## src/rtl/tach_pkg.sv

```systemverilog
// tach_pkg: shared state type, count width and channel-index width helper for the tachometer scanner
package tach_pkg;
  typedef enum logic [1:0] {IDLE, SETTLE, COUNT, PUBLISH} tach_state_t;
  localparam int COUNT_W = 32;
  function automatic int ch_width(input int n);
    return (n < 2) ? 1 : $clog2(n);
  endfunction
endpackage

```

## src/rtl/tach_edge_sync.sv

```systemverilog
// tach_edge_sync: per-bit 2-flop synchronizer followed by a registered rising-edge pulse
module tach_edge_sync #(
  parameter int W = 1
) (
  input  logic         clock,
  input  logic         system_reset,
  input  logic [W-1:0] async_in,
  output logic [W-1:0] pulse
);
  logic [W-1:0] s1, s2, prev;
  always_ff @(posedge clock) begin
    if (system_reset) begin
      s1    <= '0;
      s2    <= '0;
      prev  <= '0;
      pulse <= '0;
    end else begin
      s1    <= async_in;
      s2    <= s1;
      prev  <= s2;
      pulse <= s2 & ~prev;
    end
  end
endmodule

```

## src/rtl/tach_scan_controller.sv

```systemverilog
// tach_scan_controller: round-robin settle/gate/publish tachometer scheduler; define TACH_CHANNEL_MASK_EN to add a channel_mask input
module tach_scan_controller import tach_pkg::*; #(
  parameter int NUM_CH        = 4,
  parameter int CLOCK_FREQ    = 100000000,
  parameter int WINDOW_HZ     = 1000,
  parameter int SETTLE_CLOCKS = 16
) (
  input  logic                        clock,
  input  logic                        system_reset,
  input  logic                        enable,
  input  logic [NUM_CH-1:0]           encoder_in,
  output logic                        result_valid,
  input  logic                        result_ready,
  output logic [ch_width(NUM_CH)-1:0] result_channel,
  output logic [COUNT_W-1:0]          result_count,
  output logic                        busy,
  output logic                        scan_done
`ifdef TACH_CHANNEL_MASK_EN
  ,
  input  logic [NUM_CH-1:0]           channel_mask
`endif
);
  localparam int CH_W       = ch_width(NUM_CH);
  localparam int NUM_CLOCKS = CLOCK_FREQ / WINDOW_HZ;
  tach_state_t state, state_n;
  logic [CH_W-1:0] ptr, ptr_n;
  logic [31:0] timer;
  logic [COUNT_W-1:0] cnt;
  logic [NUM_CH-1:0] pulse, mask;
  logic hit, any, wrap;
`ifdef TACH_CHANNEL_MASK_EN
  assign mask = channel_mask;
`else
  assign mask = '1;
`endif
  assign hit = pulse[ptr];
  assign any = |mask;
  tach_edge_sync #(.W(NUM_CH)) u_sync (
    .clock       (clock),
    .system_reset(system_reset),
    .async_in    (encoder_in),
    .pulse       (pulse)
  );
  function automatic logic [CH_W-1:0] pick(input logic [NUM_CH-1:0] m, input logic [CH_W-1:0] p, input int skip);
    logic [CH_W-1:0] r;
    int idx;
    r = p;
    for (int o = NUM_CH - 1; o >= 0; o--) begin
      idx = (int'(p) + o + skip) % NUM_CH;
      if (m[idx[CH_W-1:0]]) r = idx[CH_W-1:0];
    end
    return r;
  endfunction
  always_comb begin
    state_n = state;
    ptr_n   = ptr;
    wrap    = 1'b0;
    case (state)
      IDLE: begin
        state_n = (enable && any) ? SETTLE : IDLE;
        ptr_n   = (enable && any) ? pick(mask, ptr, 0) : ptr;
      end
      SETTLE:  state_n = !enable ? IDLE : (timer == 32'(SETTLE_CLOCKS - 1)) ? COUNT : SETTLE;
      COUNT:   state_n = !enable ? IDLE : (timer == 32'(NUM_CLOCKS - 1)) ? PUBLISH : COUNT;
      PUBLISH: begin
        ptr_n   = (result_ready && any) ? pick(mask, ptr, 1) : ptr;
        wrap    = result_ready && any && (ptr_n <= ptr);
        state_n = !result_ready ? PUBLISH : (enable && any) ? SETTLE : IDLE;
      end
      default: state_n = IDLE;
    endcase
  end
  always_ff @(posedge clock) begin
    if (system_reset) begin
      state          <= IDLE;
      ptr            <= '0;
      timer          <= '0;
      cnt            <= '0;
      result_valid   <= 1'b0;
      result_channel <= '0;
      result_count   <= '0;
      busy           <= 1'b0;
      scan_done      <= 1'b0;
    end else begin
      state        <= state_n;
      ptr          <= ptr_n;
      timer        <= (state_n != state) ? '0 : timer + 32'd1;
      cnt          <= (state == COUNT) ? cnt + COUNT_W'(hit) : '0;
      result_valid <= state_n == PUBLISH;
      busy         <= state_n != IDLE;
      scan_done    <= wrap;
      if (state == COUNT && state_n == PUBLISH) begin
        result_channel <= ptr;
        result_count   <= cnt + COUNT_W'(hit);
      end
    end
  end
endmodule
```

## config.mk

```make
export PLATFORM = sky130hd
export DESIGN_NAME = tach_scan_controller
export DESIGN_NICKNAME = d
export VERILOG_FILES = /design/src/rtl/tach_pkg.sv /design/src/rtl/tach_edge_sync.sv /design/src/rtl/tach_scan_controller.sv
export SDC_FILE = /design/constraint.sdc
export NUM_CORES = 1
export LEC_CHECK = 0
export BUFFER_PORTS_ARGS = -buffer_cell sky130_fd_sc_hd__clkbuf_2
export CAP_MARGIN = 20
export CORE_MARGIN = 5
export CORE_UTILIZATION = 60
export CTS_BUF_LIST = sky130_fd_sc_hd__clkbuf_8
export CTS_CLUSTER_DIAMETER = 120
export DETAILED_ROUTE_END_ITERATION = 8
export PLACE_DENSITY = 0.8
export SETUP_SLACK_MARGIN = 0.05
export SYNTH_ARGS = -nofsm -noshare
export SYNTH_HDL_FRONTEND = slang
export SYNTH_SLANG_ARGS = --single-unit
```

## constraint.sdc

```tcl
create_clock -name clock -period 4.1 [get_ports clock]
set_clock_uncertainty 0.2 [all_clocks]
set_input_delay 0 -clock clock [delete_from_list [all_inputs] [get_ports clock]]
set_output_delay 0 -clock clock [all_outputs]
set_load 0.1 [all_outputs]
```

== Word level (Yosys, flattened, before mapping) ==
Index checks and enable logic that the tools add are counted.

* Memory bits (writable): 0
* ROM bits: 0
* Bits in latches: 0
* Bits in registers: 121
* Memories: 0
* Output and inout bits: 37

* Bitwise gates (word level): 4
* Shift operators: 0
* Div/mod/pow operators: 0
* Eq/ne operators: 10
* Reduce and logical (&&, ||, !) cells: 9
* Add/sub/neg operators: 8
* $lt $le $gt $ge: 8
* Multiplexer cells: 35
* $mul: 0

{| class="wikitable"
|+ Operators with widths
! kind !! count
|-
| $add A32 B1 Y32 || 1
|-
| $add A32 B1 Y32 const B || 1
|-
| $eq A32 B17 Y1 const B || 1
|-
| $eq A32 B4 Y1 const B || 1
|-
| $mux W2 || 15
|-
| $lt A2 B3 Y1 const B || 7
|-
| $bmux W1 S2 || 8
|-
| $mux W1 || 10
|-
| $pmux W2 S4 || 1
|-
| $add A2 B1 Y2 const B || 3
|-
| $add A2 B2 Y2 const B || 3
|-
| $eq A2 B2 Y1 const B || 3
|-
| $reduce_or A2 Y1 || 3
|-
| $and A4 B4 Y4 || 1
|-
| $ne A2 B2 Y1 const B || 2
|-
| $ne A4 B4 Y1 const B || 1
|-
| $not A4 Y4 || 1
|-
| $pmux W2 S2 || 1
|-
| $reduce_and A4 Y1 || 1
|-
| $reduce_bool A2 Y1 || 2
|-
| $eq A2 B1 Y1 const B || 1
|-
| $le A2 B2 Y1 || 1
|-
| $logic_and A1 B1 Y1 || 2
|-
| $logic_not A2 Y1 || 1
|-
| 2 further kinds || 3
|}

== Longest topological paths before layout ==
* Word-level depth: 12
* Mapped depth: 9
* Gate-level depth less buffers: 8

== Hierarchy ==
A second synthesis with hierarchy kept.

* Cells, all modules: 535
* Area, all modules: 5071.1 µm²

{| class="wikitable"
|+ Modules (own cells, without submodules)
! module !! sequential area each (µm²) !! instances !! cells each !! area each (µm²)
|-
| tach_scan_controller || 2102.0 || 1 || 502 || 4609.4
|-
| tach_edge_sync || 320.3 || 1 || 33 || 461.7
|}

== Least setup slack after synthesis ==
No wires, ideal clock.

* Path kind: register to register
* Start point: reg ptr[0]
* End point: reg result_count[30]
* Clock period less this slack: 2.698 ns
* Setup slack: 1.402 ns
* Arrival: 2.412 ns
* Buffers on the path: 1
* Data required time: 3.814 ns
* Cell stages (with the launch flop): 10
* Library setup time: 0.086 ns
* Cell sequence: dfxtp_1 mux4_2 ha_1 ha_1 nand2_1 or4_1 clkbuf_1 nor4_1 xnor2_1 a211oi_1

* Longest elaborated chain between the ends: 3

{| class="wikitable"
|+ Ends and longest elaborated chain
! item !! RTL line !! RTL
|-
| start, declared || tach_scan_controller.sv:26 || <nowiki>logic [CH_W-1:0] ptr, ptr_n;</nowiki>
|-
| start signal, assigned || tach_scan_controller.sv:86 || <nowiki>ptr <= ptr_n;</nowiki>
|-
| $bmux W1 S2 || tach_scan_controller.sv:36 || <nowiki>assign hit = pulse[ptr];</nowiki>
|-
| $mux W1 (implied by the code) || tach_scan_controller.sv:36 ||
|-
| $add A32 B1 Y32 || tach_scan_controller.sv:94 || <nowiki>result_count <= cnt + COUNT_W'(hit);</nowiki>
|-
| end signal, assigned || tach_scan_controller.sv:94 ||
|-
| end, declared || tach_scan_controller.sv:15 || <nowiki>output logic [COUNT_W-1:0] result_count,</nowiki>
|}

No other way between the ends. The select of a mux whose other input is x is not followed.
A chain may end at the register's enable or synchronous reset.

== Final worst setup path ==
Same ends and word-level chain as after synthesis.

==> key figures <==
Setup path
  – CP max-delay cell: or4_1
  – CP Class: flip-flop to flip-flop
  – Crit path arrival time: 3.05 ns
  – Critical path capture point type: flip-flop
  – CP Data Required Time: 4.24 ns
  – Buffers & Inverters on Critical Path: 0
  – CP delay by family, top: simple AND/OR/NAND/NOR gates
  – Slowest stage delay, CP: 0.64 ns
  – Most frequent CP cell: ha_1
  – Startpoint types: flip-flop
  – Crit-path cells: mux4_2, ha_1, ha_1, nand2_1, or4_1, nor4_1, xnor2_1, a211oi_1
  – Max FO, Critical Path: 7

Detailed routing
  – Residual DRC: 0
  – DRT antenna net count: 0
  – Starting DRT DRC Count: 164
  – Post-DR wirelength/cell: 14.28 um
  – TritonRoute pass-1 iters: 5
  – Via density: 5.615
  – DR vias: 3970
  – Routed Wire Length: 10.09 mm

Worst hold path
  – Hold/Removal Path Class: primary input to flip-flop

STA
  – Hold Vio Cnt, Final: 0
  – RSZ-0062 raised after global routing: false
  – Max Fclk: 0.3438 GHz
  – Relative slew slack: 0.3153
  – Final min period: 2.909 ns
  – TNS Setup: 0 ns
  – Final period util: 0.7095
  – Final Max Slew Viols: 0
  – Worst-Margin Slew: 1.027 ns
  – Finish-stage setup viols: 0

Floorplanning
  – Die W: 100.6 um
  – Ports: 45
  – Core footprint: 8093 um^2
  – FP Rows: 33
  – Die area: 10110 um^2
  – Die height: 100.6 um
  – Starting Density: 0.6079

Power
  – Switching Fraction: 0.2588
  – Part of the power in the clock network: 0.442
  – NetSw: 0.0005731 W
  – Pint: 0.001642 W
  – Power Dens Cells: 393.2 nW/um^2
  – Worst vdd ir: 400.1 uV
  – Flop pwr share: 0.535
  – Leakage: 1.863 nW
  – Gate power share: 0.023

Cells and area
  – Area grow syn2layout: 14.50%
  – Final core utilization: 0.6960
  – N_diodes: 0
  – Share of cells above drive strength 1: 0.1445
  – # nets final: 602
  – Fillcell total: 638

Placement
  – DP Wirelength: 6.834 mm
  – PortBufs: 44
  – Final GP Congestion: 0.8249

Logic synthesis
  – Seq/Total Area, Yosys: 0.4924
  – Post-Synthesis Cells: 545
  – Synth top area cells: dfxtp_1 49%, xnor2_1 8.7%, nor2_1 6.3%
  – Synth Flop Type: dfxtp_1
  – Top-area cell type share of the netlist area: 0.4924
  – Synthesized flop and latch total: 121
  – Yosys top cell by area: dfxtp_1
  – Top-count cell post-synth: dfxtp_1
  – Unique masters post-synth: 35
  – Ys async rst share: 0
  – Avg Synthesized Cell Area: 9.027 um^2
  – Synth cell count leaders: 121 x dfxtp_1, 82 x nor2_1, 49 x xnor2_1
  – Netlist Area Pre-Place: 4920 um^2
  – EDFF count, synth: 0
  – Synth Warn #: 0
  – Syn nets: 558

Clocking
  – TritonCTS clock tree: built
  – Setup Buffers After CTS: 0
  – CTS max path bufs: 2
  – CTS buffer count: 17
  – Root Driver: clkbuf_8
  – Sink Count: 121
  – Htree depth: 4
  – Clock Latency Late Sink: 0.43 ns
  – Clock transition at path regs: 0.08 ns

Flow run
  – Max_cap viols: 0

GRT
  – Antenna violations before repair: 0
  – Pin count of the biggest net entering global routing: 39
  – Total congestion overflow: 0
  – Vias in the first global route: 3919
  – First-pass GRT wire length: 17.68 mm
  – GRT Util Overall: 0.2158

Status
  – Status: finished, final reports clean
logic make-up after synthesis:
| group | after synthesis | share of synthesized area |
|---|---|---|
| and+or+nand+nor | 267 | 0.2716 |
| DFF | 121 | 0.4924 |
| xor gates and xnor gates | 63 | 0.1122 |
| buffers and inverters | 42 | 0.03535 |
| AOI/OAI and AO/OA | 41 | 0.06104 |
| muxes | 6 | 0.01475 |
| adders and majority gates | 5 | 0.01272 |
layout by cell type (no fill, tap or decap), types with 2 or more instances in the layout:
| cell | n |
|---|---|
| dfxtp_1 | 121 |
| nor2_1 | 82 |
| xnor2_1 | 49 |
| nor3_1 | 47 |
| clkbuf_2 | 44 |
| nand3_1 | 31 |
| a211oi_1 | 30 |
| nand2_1 | 28 |
| nor4_1 | 22 |
| clkbuf_8 | 17 |
| nor2b_1 | 16 |
| xor2_1 | 14 |
| nand4_1 | 12 |
| inv_1 | 11 |
| and4_1 | 10 |
| dlygate4sd3_1 | 8 |
| mux2i_1 | 5 |
| and3_1 | 5 |
| a21oi_1 | 5 |
| ha_1 | 5 |
| clkinv_4 | 4 |
| inv_8 | 4 |
| inv_6 | 4 |
| buf_4 | 3 |
| a21o_1 | 2 |
| and2_1 | 2 |
| nand2b_1 | 2 |
| or4_1 | 2 |
| nand3b_1 | 2 |
| clkinvlp_4 | 2 |
worst paths after layout:
path                       start                to  slack [ns]  cells past startpoint
hold reg to reg   u_sync.prev[1]   u_sync.pulse[1]        0.19                      1
hold / removal     encoder_in[1]      u_sync.s1[1]        0.13                      3
setup reg to reg          ptr[0]  result_count[30]        1.19                      8
setup / recovery          ptr[0]  result_count[30]        1.19                      8
power groups by stage:
| stage | logic [W] | registers (W) | clock network, W |
|---|---|---|---|
| final | 0.0000512 | 0.00119 | 0.000978 |
| after global routing | 0.0000563 | 0.00119 | 0.00106 |
| after CTS | 0.0000509 | 0.00119 | 0.000999 |
| after detailed placement | 0.0000456 | 0.00121 | 0 |
| after global placement | 0.0000440 | 0.00121 | 0 |
| after floorplan | 0.0000332 | 0.00121 | 0 |
registers in the layout, indices dropped and copies added, names as in the netlist, 2 cells and up:
register and cells:
result_channel 2, u_sync.prev 4, u_sync.s1 4, u_sync.pulse 4, result_count 32, state 2
ptr 2, cnt 32, u_sync.s2 4, timer 32
per-stage QoR:
| step | area [um^2] | total power [W] | setup slack [ns] | std cells | hold slack, ns |
|---|---|---|---|---|---|
| final | 5633 | 0.002215 | 1.191 | 707 | 0.1312 |
| after global routing | 5633 | 0.002304 | 0.9214 | 707 | 0.1252 |
| after CTS | 5622 | 0.002236 | 1.190 | 706 | 0.09784 |
| after detailed placement | 5172 | 0.001259 | 1.202 | 666 | 0.01756 |
| after global placement | 5172 | 0.001257 | 1.274 | 666 | 0.007457 |
| after floorplan | 4920 | 0.001248 | 1.402 | 545 | -0.07182 |
worst min-delay path, cell delays in order:
cell	delay, ns
dlygate4sd3_1	0.52
clkbuf_2	0.09
nor2b_1	0.12
routing by layer:
| layer | GRT usage | part of all wire |
|---|---|---|
| met1 | 0.2689 | 0.46 |
| met5 | 0 | 0 |
| met3 | 0.05190 | 0.037 |
| met4 | 0.08808 | 0.012 |
| met2 | 0.3588 | 0.50 |
what timing repair did:
action | CTS | global route
hold buffers | 8 | 0
hold endpoints to repair | 21 | 0
gates resized for setup | 0 | 0
cell type report:
cell class	instances	area [um^2]	share of cell area
Tap cell	105	131.4	0.02332
Inverter	11	41.29	0.007330
Clock inverter	15	135.1	0.02399
Timing Repair Buffer	56	334.1	0.05931
Clock buffer	17	234.0	0.04154
Sequential cell	121	2422	0.4300
Multi-Input combinational cell	382	2335	0.4145
No activity file was read; power rests on OpenSTA's default activity.
